--- src/rtl/serial_adder_pkg.sv ---
// serial_adder_pkg
//   Shared types and helpers for the bit-serial adder.
//   - state_e     : controller states (IDLE, RUN, DONE), 2-bit encoding
//   - cnt_width() : width of the bit counter for a given operand width
package serial_adder_pkg;

    typedef enum logic [1:0] {
        IDLE = 2'd0,
        RUN  = 2'd1,
        DONE = 2'd2
    } state_e;

    // Counter width is clog2(width). Legal widths start at 2, so the result
    // is always at least 1 bit.
    function automatic int unsigned cnt_width(input int unsigned width);
        return (width <= 2) ? 1 : $clog2(width);
    endfunction

endpackage

--- src/rtl/serial_adder_full_adder_cell.sv ---
// full_adder_cell
//   Purely combinational one-bit full adder. It is the only arithmetic
//   element of the serial adder.
// Ports:
//   iA, iB    : operand bits
//   iC        : carry in
//   oSum      : iA ^ iB ^ iC
//   oCarryout : majority(iA, iB, iC)
module full_adder_cell (
    input  logic iA,
    input  logic iB,
    input  logic iC,
    output logic oSum,
    output logic oCarryout
);

    assign oSum      = iA ^ iB ^ iC;
    assign oCarryout = (iA & iB) | (iA & iC) | (iB & iC);

endmodule

--- src/rtl/serial_adder.sv ---
// serial_adder
//   Bit-serial adder. It uses a single full-adder cell and a carry flop. A
//   start handshake latches the operands and the carry-in. The block then
//   produces one sum bit per clock, LSB first. After WIDTH RUN cycles it
//   spends one DONE cycle, which gives one result every WIDTH+1 cycles.
//   {oCarryout, oSum} = iA + iB + iCin (unsigned, modulo 2^WIDTH).
// Parameters:
//   WIDTH     : operand/sum width, 2..64
// Ports:
//   iClk      : clock, rising edge
//   iRstn     : asynchronous active-low reset
//   iStart    : start request, accepted in IDLE or DONE
//   iA, iB    : operands, sampled on an accepted start
//   iCin      : carry-in, sampled on an accepted start
//   oBusy     : high during RUN
//   oDone     : one-cycle pulse when oSum/oCarryout are valid
//   oSum      : result, stable from oDone until the next accepted start
//   oCarryout : carry out of the MSB
//   oOvf      : signed overflow (only when SERIAL_ADDER_OVF_EN is defined)
// Configuration:
//   SERIAL_ADDER_OVF_EN : adds the oOvf output and its flop
module serial_adder
    import serial_adder_pkg::*;
#(
    parameter int WIDTH = 8
) (
    input  logic             iClk,
    input  logic             iRstn,
    input  logic             iStart,
    input  logic [WIDTH-1:0] iA,
    input  logic [WIDTH-1:0] iB,
    input  logic             iCin,
    output logic             oBusy,
    output logic             oDone,
    output logic [WIDTH-1:0] oSum,
`ifdef SERIAL_ADDER_OVF_EN
    output logic             oOvf,
`endif
    output logic             oCarryout
);

    localparam int unsigned          CNT_W = cnt_width(WIDTH);
    localparam logic [CNT_W-1:0]     LAST  = CNT_W'(WIDTH - 1);

    state_e             state_q, state_d;
    logic [WIDTH-1:0]   a_q, a_d;
    logic [WIDTH-1:0]   b_q, b_d;
    logic [WIDTH-1:0]   sum_q, sum_d;
    logic               carry_q, carry_d;
    logic               cout_q, cout_d;
    logic [CNT_W-1:0]   cnt_q, cnt_d;
`ifdef SERIAL_ADDER_OVF_EN
    logic               ovf_q, ovf_d;
`endif

    logic               fa_sum;
    logic               fa_cout;

    full_adder_cell u_fa (
        .iA        (a_q[0]),
        .iB        (b_q[0]),
        .iC        (carry_q),
        .oSum      (fa_sum),
        .oCarryout (fa_cout)
    );

    // Next-state logic. A start is accepted in both IDLE and DONE. This lets
    // back-to-back additions run with no idle bubble. In RUN, carry_q holds
    // the carry into the bit being processed. On the last bit it is
    // therefore the carry into the MSB, which the overflow flag needs.
    always_comb begin
        state_d = state_q;
        a_d     = a_q;
        b_d     = b_q;
        sum_d   = sum_q;
        carry_d = carry_q;
        cout_d  = cout_q;
        cnt_d   = cnt_q;
`ifdef SERIAL_ADDER_OVF_EN
        ovf_d   = ovf_q;
`endif

        unique case (state_q)
            IDLE, DONE: begin
                if (iStart) begin
                    a_d     = iA;
                    b_d     = iB;
                    carry_d = iCin;
                    cnt_d   = '0;
                    state_d = RUN;
                end else begin
                    state_d = IDLE;
                end
            end
            RUN: begin
                sum_d   = {fa_sum, sum_q[WIDTH-1:1]};
                carry_d = fa_cout;
                a_d     = a_q >> 1;
                b_d     = b_q >> 1;
                if (cnt_q == LAST) begin
                    cout_d  = fa_cout;
`ifdef SERIAL_ADDER_OVF_EN
                    ovf_d   = carry_q ^ fa_cout;
`endif
                    state_d = DONE;
                end else begin
                    cnt_d   = cnt_q + CNT_W'(1);
                end
            end
            default: state_d = IDLE;
        endcase
    end

    // State register. Reset aborts any addition in flight. The aborted
    // addition never signals done.
    always_ff @(posedge iClk or negedge iRstn) begin
        if (!iRstn) begin
            state_q <= IDLE;
            a_q     <= '0;
            b_q     <= '0;
            sum_q   <= '0;
            carry_q <= 1'b0;
            cout_q  <= 1'b0;
            cnt_q   <= '0;
`ifdef SERIAL_ADDER_OVF_EN
            ovf_q   <= 1'b0;
`endif
        end else begin
            state_q <= state_d;
            a_q     <= a_d;
            b_q     <= b_d;
            sum_q   <= sum_d;
            carry_q <= carry_d;
            cout_q  <= cout_d;
            cnt_q   <= cnt_d;
`ifdef SERIAL_ADDER_OVF_EN
            ovf_q   <= ovf_d;
`endif
        end
    end

    assign oBusy     = (state_q == RUN);
    assign oDone     = (state_q == DONE);
    assign oSum      = sum_q;
    assign oCarryout = cout_q;
`ifdef SERIAL_ADDER_OVF_EN
    assign oOvf      = ovf_q;
`endif

endmodule

--- config.mk ---
export PLATFORM = sky130hd
export DESIGN_NAME = serial_adder
export DESIGN_NICKNAME = d
export VERILOG_FILES = /design/src/rtl/serial_adder_pkg.sv /design/src/rtl/serial_adder_full_adder_cell.sv /design/src/rtl/serial_adder.sv
export SDC_FILE = /design/constraint.sdc
export NUM_CORES = 1
export LEC_CHECK = 0
export BUFFER_PORTS_ARGS = -buffer_cell sky130_fd_sc_hd__buf_2
export CAP_MARGIN = 20
export CORE_MARGIN = 3
export CORE_UTILIZATION = 37
export DETAILED_ROUTE_END_ITERATION = 6
export SYNTH_ARGS = -nofsm -noshare
export SYNTH_HDL_FRONTEND = slang
export SYNTH_SLANG_ARGS = --single-unit
--- constraint.sdc ---
create_clock -name iClk -period 1.85 [get_ports iClk]
set_input_delay 0.185 -clock iClk [delete_from_list [all_inputs] [get_ports iClk]]
set_output_delay 0.185 -clock iClk [all_outputs]
set_load 0.005 [all_outputs]
After elaboration in Yosys (flattened, before gate mapping)
Index checks and enable logic that the tools add are counted.
{"block": "op_classes", "n_reduce_logical": 6, "add_sub_neg": 1, "bitwise_logic": 7, "n_mux": 12, "n_eq_ne": 6}
{"operator": "8-bit one-hot mux with 2 select lines", "n": 2}
{"operator": "8-bit two-way mux", "n": 2}
{"operator": "3-bit two-way mux", "n": 2}
{"operator": "3-bit one-hot mux with 2 select lines", "n": 1}
{"operator": "2-bit != test, second input constant", "n": 2}
{"operator": "2-bit one-hot mux with 2 select lines", "n": 1}
{"operator": "2-bit AND reduction", "n": 2}
{"operator": "3-bit by 1-bit adder with 3-bit output, second input constant", "n": 1}
{"operator": "1-bit AND", "n": 3}
{"operator": "3-bit equality test, second input constant", "n": 1}
{"operator": "3-bit AND reduction", "n": 1}
{"operator": "2-bit by 1-bit equality test with 1-bit output, second input constant", "n": 1}
{"operator": "2-bit equality test, second input constant", "n": 1}
{"operator": "2-bit zero test", "n": 1}
{"operator": "1-bit two-way mux", "n": 2}
{"operator": "2-bit two-way mux", "n": 1}
{"operator": "2-bit by 1-bit != test with 1-bit output, second input constant", "n": 1}
{"operator": "1-bit OR", "n": 2}
{"operator": "1-bit one-hot mux with 2 select lines", "n": 1}
{"operator": "2-bit nonzero test", "n": 1}
{"operator": "2-bit OR reduction", "n": 1}
{"operator": "1-bit bitwise XOR", "n": 2}
{"block": "totals", "ff_bits": 31, "word_cells": 39, "out_inout_bits": 11, "inputBits": 20}

Depth between registers and ports, before layout
Gate-level depths: netlist (run 1).
{"block": "depth", "depth_word": 4, "mapped_depth": 5, "depth_no_buf": 5}

Cells and area by module
From an unflattened synthesis (run 1), not the netlist that was laid out.
{"block": "hier_totals", "cells_unflattened": 148, "area_unflattened_um2": 1570.3}
{"mod": "serial_adder", "area_per_inst_um2": 1550.2, "n_inst": 1, "seq_area_each_um2": 775.7, "cells_per_inst": 147}
{"mod": "full_adder_cell", "area_per_inst_um2": 20.0, "n_inst": 1, "seq_area_each_um2": 0.0, "cells_per_inst": 1}

Worst setup path after synthesis (run 1)
OpenSTA, ideal clock, no wires.
{"block": "synth_path", "path_kind": "reg2reg", "start": "register cnt_q[0]", "end": "register cnt_q[0]", "setup_time_ns": 0.121, "required_time_ns": 1.729, "period_less_slack_ns": 1.414, "t_arrival_ns": 1.293, "path_buffers": 0, "path_stages_with_launch": 6, "setup_slack_ns": 0.436, "path_cell_list": "dfrtp_1 ha_1 ha_1 nor2_1 xor2_1 a22o_1"}
{"block": "synth_between", "elab_chain_len": 3, "elab_cells_between_ends": 6, "classes_between": "1 x add/sub; 2 x eq/ne; 2 x mux; 1 x reduce/logical"}
{"element": "start, declared", "line_no": "serial_adder.sv:51", "rtl": "logic [CNT_W-1:0] cnt_q, cnt_d;"}
{"element": "start signal, assigned", "line_no": "serial_adder.sv:135", "rtl": "cnt_q <= cnt_d;"}
{"element": "3-bit by 1-bit adder with 3-bit output or 3-bit equality test (tied branches)", "line_no": "serial_adder.sv:107, serial_adder.sv:100"}
{"element": "3-bit two-way mux or 2-bit != test (tied branches)"}
{"element": "3-bit one-hot mux with 2 select lines or 3-bit AND reduction (tied branches)"}
Parallel ways exist; a longest one is shown, timed or not. The select of a mux whose other input is x is not followed.
A chain may end at the register's enable or synchronous reset.

Worst setup path after layout (run 1)
Ends and elaborated chain as after synthesis.

==> results.json, run 1 <==
{
  "max_freq_mhz": 637,
  "gp_congestion": 0.728,
  "antenna_found_initial": 0,
  "yosysWarningCount": 0,
  "synth_adder_area_share_pct": 3.07,
  "synth_edf_count": 0,
  "critical_path.endpoint": "cnt_q[0]$_DFFE_PN0P_",
  "insertion_delay_ns": 0.28,
  "fp.coreArea_sq_mm": 0.00374,
  "outcome": "finished clean",
  "post_cts_buffers": 0,
  "yosysTopAreaCell": "dfrtp_1",
  "grt.total_usage_pct": 14.6,
  "synthSimpleGateAreaFrac_pct": 19.7,
  "max-cap-violations": 0,
  "setup_tns_ns": 0,
  "async_flop_share_pct": 100,
  "grt_setup_unrepaired": "no",
  "start_util_pct": 39.2,
  "crit_fanout": 6,
  "fp.dieW_um": 69.0,
  "synth_xor_xnor_area_share_pct": 0.597,
  "reg2reg_from": "cnt_q[0]$_DFFE_PN0P_",
  "synth_top_family_by_area": "simple AND/OR/NAND/NOR gates",
  "r2r-end": "cnt_q[0]$_DFFE_PN0P_",
  "port_buffers": 30,
  "fp.dieArea_sq_mm": 0.00475,
  "finalWirelength_um": 3060,
  "yosysUniqueCellTypes": 24,
  "crit_top_cell": "ha_1",
  "synthTopCellsByArea": "dfrtp_1 53%, nand2_1 7.7%, mux2i_1 6.8%",
  "grt_max_degree": 32,
  "routedWlPerCell_um": 13.3,
  "dp_hpwl_um": 2170,
  "h-tree-depth": 2,
  "layout-drive-gt1-share_pct": 25.3,
  "grt_overflow": 0,
  "final_area_sq_mm": 0.00180,
  "fin_crit_sh_pct": 84.8,
  "syn_area_sq_mm": 0.00147,
  "die_y_um": 69.0,
  "ant_nets": 0,
  "p_total_mw": 3.03,
  "boundaryPins": 31,
  "period_needed_ns": 1.57,
  "layout_commonest_cell": "dfrtp_1",
  "grt_pass1_wl_um": 4930,
  "via_per_inst": 5.15,
  "slew_headroom_pct": 54.5,
  "cp.required_ns": 2.02,
  "worst_clock_skew_ns": 0.00428,
  "setup_viol": 0,
  "worstPathArrival_ns": 1.74,
  "cp_cell_sequence": "ha_1 -> ha_1 -> nor2_1 -> xor2_1 -> a22o_1",
  "synth_flop_cell": "dfrtp_1",
  "cp.depth": 5,
  "yosysSeqAreaShare_pct": 52.9,
  "cts.path.max_buffers": 2,
  "worstSetupPathType": "flip-flop to flip-flop",
  "nets": 204,
  "avgSynthCellArea_sq_um": 9.91,
  "p_leak_nw": 0.832,
  "cp_slowest_cell": "dfrtp_1",
  "cp-start-kind": "flip-flop",
  "drc_errors": 0,
  "final_cell_mix": "31 x dfrtp_1, 30 x nand2_1, 30 x buf_2",
  "synth-compound-area-share_pct": 12.8,
  "critPathLaunch": "cnt_q[0]$_DFFE_PN0P_",
  "area_growth_pct": 22.5,
  "synth_fp_nets": 171,
  "cts_made_buffers": 5,
  "cts_tree": "done",
  "worstMarginPinSlew_ns": 0.682,
  "drt_iter0_drc": 38,
  "maxSlewViolCount": 0,
  "cp_top_family": "flip-flops",
  "vias": 1184,
  "ir_drop_uv": 640,
  "max_stage_delay_ns": 0.41,
  "post_cts_resized": 0,
  "drt_pass1_iterations": 4,
  "syn_inst": 148,
  "cts_root_buf": "clkbuf_8",
  "synth_top_area_share_pct": 52.9,
  "postPlaceCellArea_sq_mm": 0.00167,
  "cts_sinks": 31,
  "critPathBufInv": 0,
  "clk_pin_slew_ns": 0.07,
  "endpoint_kind": "flip-flop",
  "synth_seq_cells": 31,
  "fp-row-count": 22,
  "n_antenna_cell": 0,
  "r2r_cells": 5,
  "grt_pass1_vias": 1142,
  "regToRegSetupSlack_ns": 0.28,
  "p_per_area_mw_per_mm2": 1690,
  "hold_path_class": "input port to flip-flop",
  "finalHoldViolCount": 0,
  "synth.mux.area_fraction_pct": 7.59
}
cells by family after synthesis:
logic type,after synthesis
and+or+nand+nor,62
muxes,11
adders and majority gates,3
AOI/OAI and AO/OA,29
xor gates and xnor gates,1
buffers and inverters,11
DFF,31
synth_stat cells (all sizes together), types with 3 or more instances:
master / n
nor2: 9
dfrtp: 31
a211oi: 9
nand2: 30
clkbuf: 3
o22ai: 6
buf: 7
nand3: 3
a21oi: 9
nor3: 6
mux2i: 10
nor2b: 11
power breakdown:
part	internal [mW]	switching, mW	leakage [nW]	total (mW)
Clock	0.436	0.259	0.0612	0.695
Combinational	0.524	0.591	0.395	1.12
Sequential	0.994	0.224	0.376	1.22
timing repair:
action	CTS	global route
hold buffers	1	0
hold endpoints to repair	31	0
setup endpoints to repair	0	0
final cells by class:
type                    count  area (sq um)
inverters                   1          3.75
fillers                   360          1950
clock inverters             2          35.0
well taps                  48          60.1
clock buffers               6          82.6
flip-flops and latches     31           776
repair buffers             36           198
multi-input cells         106           642
worst min-delay path by stage:
stage | from | depth (start not counted) | to
CTS | iB[7] | 2 | b_q[7]$_DFFE_PN0P_
finish | iB[7] | 2 | b_q[7]$_DFFE_PN0P_
detailed placement | iRstn | 1 | oSum[1]$_DFFE_PN0N_
global route | iB[7] | 2 | b_q[7]$_DFFE_PN0P_
global placement | iRstn | 1 | a_q[4]$_DFFE_PN0P_
floorplan | iRstn | 0 | a_q[0]$_DFFE_PN0P_
routing by layer:
metal | up-vias | global-route usage [%] | wire [um]
met5 | - | 0 | 0
met2 | 34 | 25.4 | 1530
met1 | 567 | 15.9 | 1300
met3 | 7 | 4.86 | 171
li1 | 576 | - | -
met4 | 0 | 6.57 | 61
stage by stage:
stage                     instances  utilization, %  hold WS (ns)  worst slack, ns
final                           230            48.0         0.126            0.280
after global routing            230            48.0         0.136            0.209
after CTS                       230            48.0         0.118            0.275
after detailed placement        221            44.6         0.276            0.288
after global placement          221            44.6         0.267            0.387
after floorplan                 148               -        -0.111            0.436
worst reg2reg max path, delay by kind of cell, from the launching register on:
| family | cells | cell delay (ns) |
|---|---|---|
| xor+xnor | 1 | 0.12 |
| simple gates | 1 | 0.33 |
| flops | 1 | 0.41 |
| compound gates | 1 | 0.20 |
| fa+ha+maj | 2 | 0.41 |
sequential cells by signal, summed over array words and instances (netlist names):
register	flops
cnt_q	3
state_q	2
oSum	8
b_q	8
oCarryout	1
a_q	8
carry_q	1
Note: power is estimated with default switching activity, not from simulation.
==> inputs of run 2 (changes only) <==
Clock period 1.85 ns to 1.4 ns, I/O delays scaled along.
==> run 2 against run 1 <==
  * Sequential share of layout area fell by 0.73 points
  * Clock-buffer cell count increased by 2
  * Combinational power grew 39%
  * Clock power grew 9.9%
  * Power increased by 30%
  * Final cell count grew 2.2%
  * Via count shrank 0.17%
  * Sequential power increased by 32%
  * Register-to-register slack lost 0.21 ns
  * Cell area rose by 1.9%
  * Largest cell class unchanged
  * Core utilization rose by 0.90 points
  * Non-clock buffer count is 5 higher
==> results.json, run 2 (synthesized netlist as in run 1, its figures left out) <==
{
  "cts_sinks": 31,
  "area_growth_pct": 24.8,
  "boundaryPins": 31,
  "worstPathArrival_ns": 1.50,
  "placed_cells": 226,
  "ant_nets": 0,
  "hold_path_class": "input port to flip-flop",
  "grt_setup_unrepaired": "no",
  "cp_slowest_cell": "dfrtp_1",
  "drc_errors": 0,
  "cp_cell_sequence": "ha_1 -> ha_1 -> and2_4 -> mux2_1",
  "fp.coreArea_sq_mm": 0.00374,
  "crit_fanout": 2,
  "worstMarginPinSlew_ns": 0.393,
  "final.setup.worst_slack_ns": 0.0658,
  "routedWlPerCell_um": 13.1,
  "ir_drop_uv": 694,
  "finalWirelength_um": 3080,
  "insertion_delay_ns": 0.28,
  "gp_congestion": 0.689,
  "dp_slack_ns": 0.0626,
  "maxSlewViolCount": 0,
  "postPlaceCellArea_sq_mm": 0.00171,
  "antenna_found_initial": 0,
  "layout-drive-gt1-share_pct": 27.8,
  "cts_tree": "done",
  "setup_viol": 0,
  "nets": 209,
  "fp.dieArea_sq_mm": 0.00475,
  "fin_crit_sh_pct": 95.3,
  "h-tree-depth": 2,
  "worstSetupPathType": "flip-flop to flip-flop",
  "worst_clock_skew_ns": 0.00437,
  "drt_pass1_iterations": 4,
  "grt_pass1_wl_um": 5090,
  "clk_pin_slew_ns": 0.06,
  "slew_headroom_pct": 73.8,
  "outcome": "finished clean",
  "setup_tns_ns": 0,
  "max_stage_delay_ns": 0.39,
  "grt_pass1_vias": 1146,
  "fp-row-count": 22,
  "n_antenna_cell": 0,
  "fp.dieW_um": 69.0,
  "period_needed_ns": 1.33,
  "p_leak_nw": 0.849,
  "grt_overflow": 0,
  "cts.path.max_buffers": 2,
  "drt_iter0_drc": 45,
  "finalHoldViolCount": 0,
  "cp.required_ns": 1.57,
  "crit_top_cell": "ha_1",
  "final_cell_mix": "30 x nand2_1, 30 x dfrtp_1, 30 x buf_2",
  "final_area_sq_mm": 0.00183,
  "cp-start-kind": "flip-flop",
  "final_cells": 235,
  "port_buffers": 30,
  "cts_made_buffers": 5,
  "vias": 1182,
  "max_freq_mhz": 749,
  "grt.total_usage_pct": 15.0,
  "start_util_pct": 39.2,
  "dp_hpwl_um": 2210,
  "die_y_um": 69.0,
  "via_per_inst": 5.03,
  "grt_max_degree": 32,
  "cts_root_buf": "clkbuf_8",
  "max-cap-violations": 0,
  "p_per_area_mw_per_mm2": 2150,
  "endpoint_kind": "flip-flop"
}
[run 2: changes by cell type in the layout (fill, tap and decap cells not counted), sizes merged]
cell	before	now
buf	35	40
clkbuf	6	8
bufinv	1	0
clkinv	1	0
[run 2: layout make-up]
cell class	count	area, sq um
fill	364	1910
sequential	31	777
multi-input combinational	106	644
timing repair buffer	41	243
clock buffer	8	100
tap	48	60.1
inverter	1	6.26
[run 2: path summary, 6_finish.rpt]
path	endpoint	from	slack, ns	depth (start not counted)
min in group asynchronous	a_q[2]$_DFFE_PN0P_	iRstn	0.40	3
min	b_q[7]$_DFFE_PN0P_	iB[7]	0.09	2
min reg2reg	oSum[0]$_DFFE_PN0N_	oSum[0]$_DFFE_PN0N_	0.49	2
max in group asynchronous	state_q[0]$_DFFE_PN0P_	iRstn	0.70	3
max reg2reg	oCarryout$_DFFE_PN0P_	cnt_q[0]$_DFFE_PN0P_	0.07	4
max	oCarryout$_DFFE_PN0P_	cnt_q[0]$_DFFE_PN0P_	0.07	4
[run 2: worst max-delay path, delay by kind of cell, from the launching register on]
family | cells | cell delay (ns)
adders and majority gates | 2 | 0.40
DFF | 1 | 0.39
muxes | 1 | 0.30
and+or+nand+nor | 1 | 0.15
[run 2: metal layers]
| layer | vias up | track usage (%) | share of wire (%) |
|---|---|---|---|
| li1 | 586 | - | - |
| met1 | 560 | 16.8 | 44 |
| met2 | 29 | 25.2 | 47 |
| met3 | 7 | 5.51 | 6.0 |
| met4 | 0 | 6.81 | 2.3 |
| met5 | - | 0 | 0 |
[run 2: timing repair]
item                                    CTS  global route
cloned                                    0             0
endpoints found under the setup margin    2             2
gates resized for setup                   2             2
hold endpoints to repair                 31             0
setup buffers                             0             0
hold buffers                              1             0
[run 2: through the flow]
step                hold WS [ns]  power [mW]  utilization, %
finish                    0.0925        3.93            48.9
global route              0.0925        4.30            48.9
CTS                       0.0863        3.98            48.7
detailed placement         0.180        3.18            45.7
global placement           0.175        3.07            45.7
floorplan                 -0.156        2.64               -
[run 2: power by group]
group | total (mW) | switching [mW] | internal, mW
combinational | 1.56 | 0.792 | 0.764
clock | 0.764 | 0.316 | 0.448
sequential | 1.61 | 0.297 | 1.32
total | 3.93 | 1.40 | 2.53
==> inputs of run 3 (changes only) <==
Clock period 1.4 ns to 1.5 ns, I/O delays scaled along.
==> run 3 against run 2 <==
  * Clock power is 9.9% higher
  * Core utilization is 0.30 points lower
  * Die area stayed put
  * Non-clock buffer count is 2 lower
  * Critical path type is now flip-flop to primary output
  * Sequential share of layout area is 0.19 points higher
==> results.json, run 3 (synthesized netlist as in run 1, its figures left out) <==
{
  "outcome": "finished clean",
  "period_needed_ns": 1.42,
  "p_leak_nw": 0.846,
  "postPlaceCellArea_sq_mm": 0.00169,
  "finalWirelength_um": 3010,
  "post_cts_resized": 0,
  "h-tree-depth": 2,
  "fp.dieW_um": 69.0,
  "crit_fanout": 9,
  "grt_setup_unrepaired": "no",
  "p_total_mw": 3.74,
  "boundaryPins": 31,
  "worstPathArrival_ns": 1.27,
  "gp_congestion": 0.697,
  "slew_headroom_pct": 54.0,
  "grt.total_usage_pct": 14.1,
  "start_util_pct": 39.2,
  "dp_hpwl_um": 2180,
  "setup_viol": 0,
  "placed_cells": 224,
  "dp_slack_ns": 0.130,
  "whs_path_depth": 2,
  "max_freq_mhz": 707,
  "grt_pass1_vias": 1108,
  "fin_crit_sh_pct": 94.4,
  "die_y_um": 69.0,
  "drc_errors": 0,
  "layout-drive-gt1-share_pct": 26.5,
  "cp-start-kind": "flip-flop",
  "r2r-end": "cnt_q[1]$_DFFE_PN0P_",
  "cts.path.max_buffers": 2,
  "ir_drop_uv": 942,
  "finalHoldViolCount": 0,
  "endpoint_kind": "primary output",
  "max-cap-violations": 0,
  "grt_pass1_wl_um": 4830,
  "nFillCells": 373,
  "hold_path_class": "input port to flip-flop",
  "layout_commonest_cell": "dfrtp_1",
  "port_buffers": 30,
  "ant_nets": 0,
  "worstMarginPinSlew_ns": 0.690,
  "maxSlewViolCount": 0,
  "final.setup.worst_slack_ns": 0.0847,
  "cts_root_buf": "clkbuf_8",
  "setup_tns_ns": 0,
  "final_cell_mix": "31 x dfrtp_1, 30 x nand2_1, 30 x buf_2",
  "vias": 1185,
  "area_growth_pct": 24.1,
  "drt_pass1_iterations": 4,
  "antenna_found_initial": 0,
  "r2r_cells": 6,
  "routedWlPerCell_um": 12.9,
  "final_area_sq_mm": 0.00182,
  "grt_max_degree": 32,
  "grt_overflow": 0,
  "holdPathEnd": "b_q[7]$_DFFE_PN0P_",
  "via_per_inst": 5.09,
  "clk_pin_slew_ns": 0.07,
  "worstSetupPathType": "flip-flop to primary output",
  "fp-row-count": 22,
  "reg2reg_from": "cnt_q[0]$_DFFE_PN0P_",
  "drt_iter0_drc": 42,
  "worstHoldStart": "iB[7]",
  "cp.required_ns": 1.35,
  "cts_made_buffers": 5,
  "fp.dieArea_sq_mm": 0.00475,
  "cts_tree": "done",
  "worst_clock_skew_ns": 0.0100,
  "fp.coreArea_sq_mm": 0.00374,
  "final_cells": 233,
  "insertion_delay_ns": 0.29,
  "p_per_area_mw_per_mm2": 2060,
  "nets": 207,
  "cts_sinks": 31,
  "n_antenna_cell": 0,
  "regToRegSetupSlack_ns": 0.12
}
run 3: cell types whose count changed in the layout (fill, tap and decap cells not counted), sizes merged:
cell	before	now
clkbuf	8	6
bufinv	0	1
buf	40	38
clkinv	0	1
run 3: per-layer routing:
metal  wire, um  share of wire (%)  track usage [%]  vias to the layer above
met5          0                  0                0                        -
met4          9               0.30             5.11                        0
met3        189                6.3             5.83                        2
met2       1520                 51             24.4                       31
met1       1290                 43             15.4                      569
li1           -                  -                -                      583
run 3: how the worst max path moves through the flow:
stage | startpoint | endpoint | slack [ns] | cells past startpoint
5_1_grt | state_q[0]$_DFFE_PN0P_ | oBusy | 0.009 | 4
4_1_cts | state_q[0]$_DFFE_PN0P_ | oBusy | 0.08 | 4
3_5_place_dp | cnt_q[0]$_DFFE_PN0P_ | cnt_q[1]$_DFFE_PN0P_ | 0.13 | 6
6_report | state_q[0]$_DFFE_PN0P_ | oBusy | 0.08 | 4
3_3_place_gp | cnt_q[0]$_DFFE_PN0P_ | oCarryout$_DFFE_PN0P_ | 0.17 | 4
2_1_floorplan | cnt_q[0]$_DFFE_PN0P_ | cnt_q[0]$_DFFE_PN0P_ | 0.09 | 5
run 3: per-stage QoR:
step | hold slack (ns) | utilization (%)
2_1_floorplan | -0.146 | -
3_3_place_gp | 0.228 | 45.2
3_5_place_dp | 0.237 | 45.2
4_1_cts | 0.0914 | 48.6
5_1_grt | 0.103 | 48.6
6_report | 0.0961 | 48.6
run 3: critical path: stages (launching register included):
cell and delay (ns):
dfrtp_1 0.46, nand2b_4 0.07, inv_2 0.14, buf_4 0.18, buf_2 0.12
run 3: final cells by class:
class | instances | area (sq um) | share of cell area (%)
inverter | 1 | 3.75 | 0.206
clock inverter | 2 | 35.0 | 1.93
timing repair buffer | 39 | 220 | 12.1
tap | 48 | 60.1 | 3.30
clock buffer | 6 | 82.6 | 4.54
multi-input combinational | 106 | 642 | 35.3
sequential | 31 | 776 | 42.6
run 3: timing repair:
action                    4_1_cts  5_1_grt
hold endpoints to repair       31        0
buffers inserted                0        0
hold buffers                    1        0
run 3: where the power goes:
| group | switching, mW | total (mW) | internal [mW] |
|---|---|---|---|
| Clock | 0.303 | 0.840 | 0.537 |
| Sequential | 0.278 | 1.50 | 1.23 |
| Combinational | 0.721 | 1.40 | 0.676 |
